==> config.mk <==
export PLATFORM = sky130hd
export DESIGN_NAME = dtw_band_cell
export DESIGN_NICKNAME = d
export VERILOG_FILES = /design/src/rtl/dtw_band_cell.sv
export SDC_FILE = /design/constraint.sdc
export NUM_CORES = 1
export LEC_CHECK = 0
export ABC_CLOCK_PERIOD_IN_PS = 50300
export CAP_MARGIN = 20
export CORE_MARGIN = 2
export CORE_UTILIZATION = 44
export CTS_CLUSTER_DIAMETER = 150
export DETAILED_ROUTE_END_ITERATION = 10
export PLACE_DENSITY = 0.73
export SLEW_MARGIN = 20
export SYNTH_ARGS = -nofsm -noshare
export SYNTH_HDL_FRONTEND = slang
export SYNTH_SLANG_ARGS = --single-unit
==> constraint.sdc <==
create_clock -name clk -period 50.3 [get_ports clk]
set_input_delay 12.575 -clock clk [delete_from_list [all_inputs] [get_ports clk]]
set_output_delay 12.575 -clock clk [all_outputs]
set_load 0.01 [all_outputs]
==> src/rtl/dtw_band_cell.sv <==
// Banded (Sakoe-Chiba) DTW cost engine feeding an external shift_register_dtw.
// Optional early abandon on a per-row threshold: define DTW_EARLY_ABANDON_EN.
module dtw_band_cell #(
    parameter int unsigned WIDTH    = 32,
    parameter int unsigned SAMPLE_W = 16,
    parameter int unsigned R        = 9,
    parameter int unsigned N        = 64
) (
    input  logic                   clk,
    input  logic                   rst,
`ifdef DTW_EARLY_ABANDON_EN
    input  logic [WIDTH-1:0]       threshold,
    output logic                   abandoned,
`endif
    input  logic                   start,
    input  logic [$clog2(N+1)-1:0] len,
    output logic [$clog2(N)-1:0]   q_addr,
    input  logic [SAMPLE_W-1:0]    q_data,
    output logic [$clog2(N)-1:0]   r_addr,
    input  logic [SAMPLE_W-1:0]    r_data,
    input  logic [WIDTH-1:0]       last,
    input  logic [WIDTH-1:0]       band,
    input  logic [WIDTH-1:0]       out,
    output logic [WIDTH-1:0]       cost,
    output logic                   ready,
    output logic                   busy,
    output logic                   done,
    output logic [WIDTH-1:0]       result
);
    localparam int unsigned AW = $clog2(N);
    localparam int unsigned LW = $clog2(N+1);
    localparam int unsigned H  = (R - 1) / 2;
    localparam int unsigned KW = (R > 1) ? $clog2(R) : 1;
    localparam int unsigned JW = LW + KW + 1;
    localparam logic [WIDTH-1:0] INF = {4'b0000, {(WIDTH-4){1'b1}}};

    typedef enum logic [1:0] {IDLE, RUN, DRAIN, DONE} state_e;

    // Per-cell flags travelling down the pipeline beside the RAM read.
    typedef struct packed {
        logic          v;
        logic          inr;
        logic          org;
        logic          row0;
        logic          cap;
        logic [KW-1:0] k;
    } cell_t;

    state_e state_q, state_d;

    logic [LW-1:0]    len_q, len_d, len_eff_c, cur_len_c;
    logic [AW-1:0]    i_q, i_d, cur_i_c;
    logic [KW-1:0]    k_q, k_d, cur_k_c;
    logic [JW-1:0]    cur_j_c;
    logic             cur_inr_c, last_cell_c, issue_c, start_acc_c;
    logic             drain_q, drain_d;
    logic [AW-1:0]    q_addr_q, q_addr_d, r_addr_q, r_addr_d;
    cell_t            st0_q, st0_d, st1_q, st1_d, st2_q, st2_d;
    logic [WIDTH-1:0] d2_q, d2_d;
    logic             busy_q, busy_d, done_q, done_d;
    logic [WIDTH-1:0] res_cap_q, res_cap_d, result_q, result_d;
    logic [WIDTH-1:0] left_c, up_c, diag_c, m_c, cost_c;
    logic [WIDTH:0]   sum_c;
    logic             abandon_c, aband_any_c;

    assign start_acc_c = (state_q == IDLE) && start;

    // Combine |q-r| with the forced minimum of the three shift-register taps.
    always_comb begin
        left_c = (st2_q.k == '0) ? INF : last;
        up_c   = ((st2_q.k == KW'(R-1)) || st2_q.row0) ? INF : band;
        diag_c = st2_q.row0 ? INF : out;
        m_c    = left_c;
        if (up_c < m_c)   m_c = up_c;
        if (diag_c < m_c) m_c = diag_c;
        if (st2_q.org)    m_c = '0;
        sum_c  = {1'b0, d2_q} + {1'b0, m_c};
        cost_c = INF;
        if (st2_q.v && st2_q.inr && (m_c != INF))
            cost_c = (sum_c > {1'b0, INF}) ? INF : sum_c[WIDTH-1:0];
    end

    assign cost = cost_c;

`ifdef DTW_EARLY_ABANDON_EN
    logic [WIDTH-1:0] thr_q;
    logic             row_ok_q, aband_q, abandoned_q, hit_c;

    assign hit_c       = st2_q.v && st2_q.inr && (cost_c < thr_q);
    assign abandon_c   = st2_q.v && (st2_q.k == KW'(R-1)) && !(row_ok_q || hit_c);
    assign aband_any_c = aband_q || abandon_c;
    assign abandoned   = abandoned_q;

    // Row-level "anything below threshold" tracker; cleared at each row end.
    always_ff @(posedge clk) begin
        if (rst) begin
            thr_q       <= '0;
            row_ok_q    <= 1'b0;
            aband_q     <= 1'b0;
            abandoned_q <= 1'b0;
        end else if (start_acc_c) begin
            thr_q       <= threshold;
            row_ok_q    <= 1'b0;
            aband_q     <= 1'b0;
            abandoned_q <= 1'b0;
        end else begin
            if (st2_q.v)
                row_ok_q <= (st2_q.k == KW'(R-1)) ? 1'b0 : (row_ok_q || hit_c);
            if (abandon_c)
                aband_q <= 1'b1;
            if (state_q == DONE)
                abandoned_q <= aband_any_c;
        end
    end
`else
    assign abandon_c   = 1'b0;
    assign aband_any_c = 1'b0;
`endif

    // Cell being issued this cycle and its band geometry.
    always_comb begin
        len_eff_c   = (len > LW'(N)) ? LW'(N) : len;
        cur_len_c   = (state_q == IDLE) ? len_eff_c : len_q;
        cur_i_c     = (state_q == IDLE) ? '0 : i_q;
        cur_k_c     = (state_q == IDLE) ? '0 : k_q;
        cur_j_c     = JW'(cur_i_c) + JW'(cur_k_c) - JW'(H);
        cur_inr_c   = !cur_j_c[JW-1] && (cur_j_c < JW'(cur_len_c));
        last_cell_c = (LW'(cur_i_c) == cur_len_c - LW'(1)) && (cur_k_c == KW'(R-1));
        issue_c     = (start_acc_c && (len_eff_c != '0)) || ((state_q == RUN) && !abandon_c);
    end

    always_ff @(posedge clk) begin
        if (rst) state_q <= IDLE;
        else     state_q <= state_d;
    end

    always_comb begin
        state_d = state_q;
        case (state_q)
            IDLE:    if (start) state_d = (len_eff_c == '0) ? DONE : (last_cell_c ? DRAIN : RUN);
            RUN:     if (abandon_c || last_cell_c) state_d = DRAIN;
            DRAIN:   if (drain_q) state_d = DONE;
            DONE:    state_d = IDLE;
            default: state_d = IDLE;
        endcase
    end

    always_comb begin
        i_d       = i_q;
        k_d       = k_q;
        len_d     = len_q;
        q_addr_d  = q_addr_q;
        r_addr_d  = r_addr_q;
        st0_d     = '0;
        st1_d     = abandon_c ? '0 : st0_q;
        st2_d     = abandon_c ? '0 : st1_q;
        d2_d      = WIDTH'((q_data >= r_data) ? (q_data - r_data) : (r_data - q_data));
        drain_d   = (state_q == DRAIN) && !drain_q;
        busy_d    = (state_d != IDLE);
        done_d    = (state_q == DONE);
        res_cap_d = res_cap_q;
        result_d  = result_q;
        if (start_acc_c) begin
            len_d     = len_eff_c;
            res_cap_d = INF;
        end
        if (issue_c) begin
            q_addr_d   = cur_i_c;
            r_addr_d   = cur_inr_c ? AW'(cur_j_c) : '0;
            st0_d.v    = 1'b1;
            st0_d.inr  = cur_inr_c;
            st0_d.org  = (cur_i_c == '0) && (cur_j_c == '0);
            st0_d.row0 = (cur_i_c == '0);
            st0_d.cap  = (LW'(cur_i_c) == cur_len_c - LW'(1)) && (cur_k_c == KW'(H));
            st0_d.k    = cur_k_c;
            if (cur_k_c == KW'(R-1)) begin
                i_d = cur_i_c + AW'(1);
                k_d = '0;
            end else begin
                i_d = cur_i_c;
                k_d = cur_k_c + KW'(1);
            end
        end
        if (st2_q.v && st2_q.cap) res_cap_d = cost_c;
        if (state_q == DONE) result_d = aband_any_c ? INF : res_cap_d;
    end

    always_ff @(posedge clk) begin
        if (rst) begin
            i_q       <= '0;
            k_q       <= '0;
            len_q     <= '0;
            q_addr_q  <= '0;
            r_addr_q  <= '0;
            st0_q     <= '0;
            st1_q     <= '0;
            st2_q     <= '0;
            d2_q      <= '0;
            drain_q   <= 1'b0;
            busy_q    <= 1'b0;
            done_q    <= 1'b0;
            res_cap_q <= INF;
            result_q  <= INF;
        end else begin
            i_q       <= i_d;
            k_q       <= k_d;
            len_q     <= len_d;
            q_addr_q  <= q_addr_d;
            r_addr_q  <= r_addr_d;
            st0_q     <= st0_d;
            st1_q     <= st1_d;
            st2_q     <= st2_d;
            d2_q      <= d2_d;
            drain_q   <= drain_d;
            busy_q    <= busy_d;
            done_q    <= done_d;
            res_cap_q <= res_cap_d;
            result_q  <= result_d;
        end
    end

    assign q_addr = q_addr_q;
    assign r_addr = r_addr_q;
    assign ready  = st2_q.v;
    assign busy   = busy_q;
    assign done   = done_q;
    assign result = result_q;

endmodule

==> results.sh <==
export IMPL_p_leak_nw=6.58
export IMPL_reg2regPathDepth=34
export IMPL_cts_root_buf="clkbuf_16"
export IMPL_required_ns=37.72
export IMPL_power_switching_mw=0.163
export IMPL_finalSetupViolCount=0
export IMPL_antenna_found_initial=0
export IMPL_met3_length_um=2300
export IMPL_worst_slew_margin_rel_pct=26.5
export IMPL_rsz0062_at_grt="no"
export IMPL_antenna_left=0
export IMPL_crit_cells=33
export IMPL_endpoint="cost[5]"
export IMPL_r2r_start="st2_q[1]$_SDFF_PP0_"
export IMPL_finClkSkew_ns=0.0164
export IMPL_nNetsFinal=2047
export IMPL_clk_latency_ns=0.43
export IMPL_r2r_setup_slack_ns=39.25
export IMPL_hpwlAfterDp_um=29200
export IMPL_worstMarginPinSlew_ns=1.10
export IMPL_drive_gt1_share_pct=7.96
export IMPL_final_min_clock_period_ns=35.74
export IMPL_worstPathArrival_ns=23.16
export IMPL_crit_fanout=20
export IMPL_grt_pass1_vias=11689
export IMPL_top_layer="met4"
export IMPL_antenna_cells=0
export IMPL_syn_inst=1595
export IMPL_postCtsSetupBuffers=0
export IMPL_intPower_mw=0.268
export IMPL_yosysUniqueCellTypes=81
export IMPL_synthXorXnorAreaFrac_pct=3.65
export IMPL_htreeDepth=4
export IMPL_synth_adder_area_share_pct=15.5
export IMPL_clockBufferDepth=2
export IMPL_wl_met2_um=17500
export IMPL_core_area_um2=27800
export IMPL_cts_tree="done"
export IMPL_syn_avg_cell_area_um2=7.80
export IMPL_cap_violations=0
export IMPL_hold_path_class="register to register"
export IMPL_vias=12185
export IMPL_ir_drop_mv=0.0170
export IMPL_hold_violations=0
export IMPL_path_clk_slew_ns=0.07
export IMPL_area_growth_pct=23.9
export IMPL_drt_total_wl_um=37200
export IMPL_cts_buffers_inserted=17
export IMPL_clkPwrFrac_pct=31.0
export IMPL_final_cell_area_um2=15400
export IMPL_cts_resized=0
export IMPL_yosys_top_cells_count="nor2_1, ha_1, dfxtp_1, nand2_1"
export IMPL_top_level_ports=217
export IMPL_cpMostUsedCell="ha_1"
export IMPL_tns_ns=0
export IMPL_synth_top_area_share_pct=22.9
export IMPL_crit_buf_inv=4
export IMPL_total_power_mw=0.432
export IMPL_crit_path_start="band[19]"
export IMPL_yosys_area_share_simple_pct=24.9
export IMPL_instances_no_fill=2150
export IMPL_fmax_ghz=0.0280
export IMPL_finalCritPeriodShare_pct=71.1
export IMPL_startpoint_type="input pin"
export IMPL_synth_compound_area_share_pct=23.6
export IMPL_postCtsHoldBufs=0
export IMPL_slowest_stage="a2111oi_0"
export IMPL_synth_warnings=0
export IMPL_ys_seq_area_share_pct=22.9
export IMPL_m1WireLength_um=16600
export IMPL_cp_top_family="compound AO/OA/AOI/OAI gates"
export IMPL_comb_power_share_pct=41.6
export IMPL_dpl_cell_count=2118
export IMPL_synth_main_ff_cell="dfxtp_1"
export IMPL_dieArea_um2=29600
export IMPL_cts_sinks=142
export IMPL_synth_area_um2=12400
export IMPL_drc_errors=0
export IMPL_synth_seq_cells=142
export IMPL_die_y_um=172
export IMPL_fill_cells=2602
export IMPL_grt_ovfl_total=0
export IMPL_place_gp_congestion=0.948
export IMPL_cp_end_kind="primary output"
export IMPL_grt_pass1_wl_um=59100
export IMPL_status="complete, no violations"
export IMPL_avgRoutedWirePerCell_um=17.3
export IMPL_drt_iter0_markers=960
export IMPL_ys_async_sr_fraction_pct=0
export IMPL_synth_enable_flop_cells=0
export IMPL_die_w_um=172
export IMPL_switching_share_pct=37.8
export IMPL_via_per_inst=5.67
export IMPL_place_area_um2=14800
export IMPL_drtPass1Iterations=6
export IMPL_yosys_top_cells_area="dfxtp_1, ha_1, nor2_1"
export IMPL_fp_row_count=61
export IMPL_crit_type="input pin to primary output"
export IMPL_port_buffers=212
export IMPL_power_density_nw_per_um2=28.0
export IMPL_pwr_share_seq_pct=27.4
export IMPL_synth_top_area_cell="dfxtp_1"
export IMPL_yosysMostFrequentCell="nor2_1"
export IMPL_grt_total_usage_pct=25.0
export IMPL_r2r_end="result[21]$_SDFFE_PP1P_"
export IMPL_grt_max_degree=87
export IMPL_synthMuxAreaShare_pct=3.56
export IMPL_slowest_delay_ns=0.72
export IMPL_synth_top_family_by_area="simple AND/OR/NAND/NOR gates"
export IMPL_slew_violations=0
export IMPL_floorplan_initialDensity_pct=44.8
## kinds of logic after synthesis
family          Yosys count
fa+ha+maj               152
buf+inv                 184
xor+xnor                 51
other cells               1
simple gates            594
flops                   142
mux                      41
compound gates          430
## worst min path at each step
stage                             start                        to  slack [ns]  depth (start not counted)
2_1_floorplan        drain_q$_SDFF_PP0_        drain_q$_SDFF_PP0_        0.40                          1
3_3_place_gp         drain_q$_SDFF_PP0_        drain_q$_SDFF_PP0_        0.41                          1
3_5_place_dp   res_cap_q[28]$_SDFF_PP0_  res_cap_q[28]$_SDFF_PP0_        0.42                          2
4_1_cts        res_cap_q[28]$_SDFF_PP0_  res_cap_q[28]$_SDFF_PP0_        0.43                          2
5_1_grt        res_cap_q[28]$_SDFF_PP0_  res_cap_q[28]$_SDFF_PP0_        0.45                          2
6_report       res_cap_q[28]$_SDFF_PP0_  res_cap_q[28]$_SDFF_PP0_        0.43                          2
## worst min-delay path: stages, from the launching register on
cell	delay, ns
dfxtp_1	0.31
inv_1	0.05
nor2_1	0.03
## cell type report
cell class	count	area, um^2	share of cell area [%]
flip-flops and latches	142	2840	18.5
multi-input cells	1272	8880	57.6
well taps	378	473	3.07
inverters	101	379	2.46
clock inverters	15	201	1.31
clock buffers	17	425	2.76
repair buffers	225	2210	14.4
## routing by layer
| metal | vias up | track usage, % |
|---|---|---|
| met1 | 5648 | 32.2 |
| li1 | 6040 | - |
| met2 | 441 | 43.2 |
| met5 | - | 0 |
| met4 | 0 | 6.83 |
| met3 | 56 | 4.12 |
## sequential cells by signal, indices dropped and copies added (netlist names), 7 cells and up
signal / count
res_cap_q: 32
result: 32
d2_q: 17
st0_q: 9
st1_q: 9
st2_q: 8
len_q: 7
## stage by stage
step,setup slack (ns),hold slack [ns],util [%]
floorplan,16.80,0.401,-
finish,14.56,0.428,55.5
detailed placement,14.72,0.420,53.2
CTS,14.63,0.430,55.5
global placement,15.07,0.414,53.2
global route,13.71,0.451,55.5
## power by group through the flow
stage	Combinational (mW)	Sequential, mW	Clock (mW)
floorplan	0.124	0.119	0
global placement	0.176	0.120	0
detailed placement	0.176	0.120	0
CTS	0.177	0.118	0.136
global route	0.196	0.118	0.140
finish	0.180	0.118	0.134
## placed cells by master (no fill, tap or decap), types with 35 or more instances in the layout
cell / n
clkdlybuf4s50_1: 211
nor2_1: 179
ha_1: 146
dfxtp_1: 141
nand2_1: 103
inv_1: 101
a21oi_1: 101
o21ai_0: 69
nand2b_1: 49
nor2b_1: 46
a21o_1: 42
xnor2_1: 37
nor3_1: 35
Note: power is estimated with default switching activity, not from simulation.
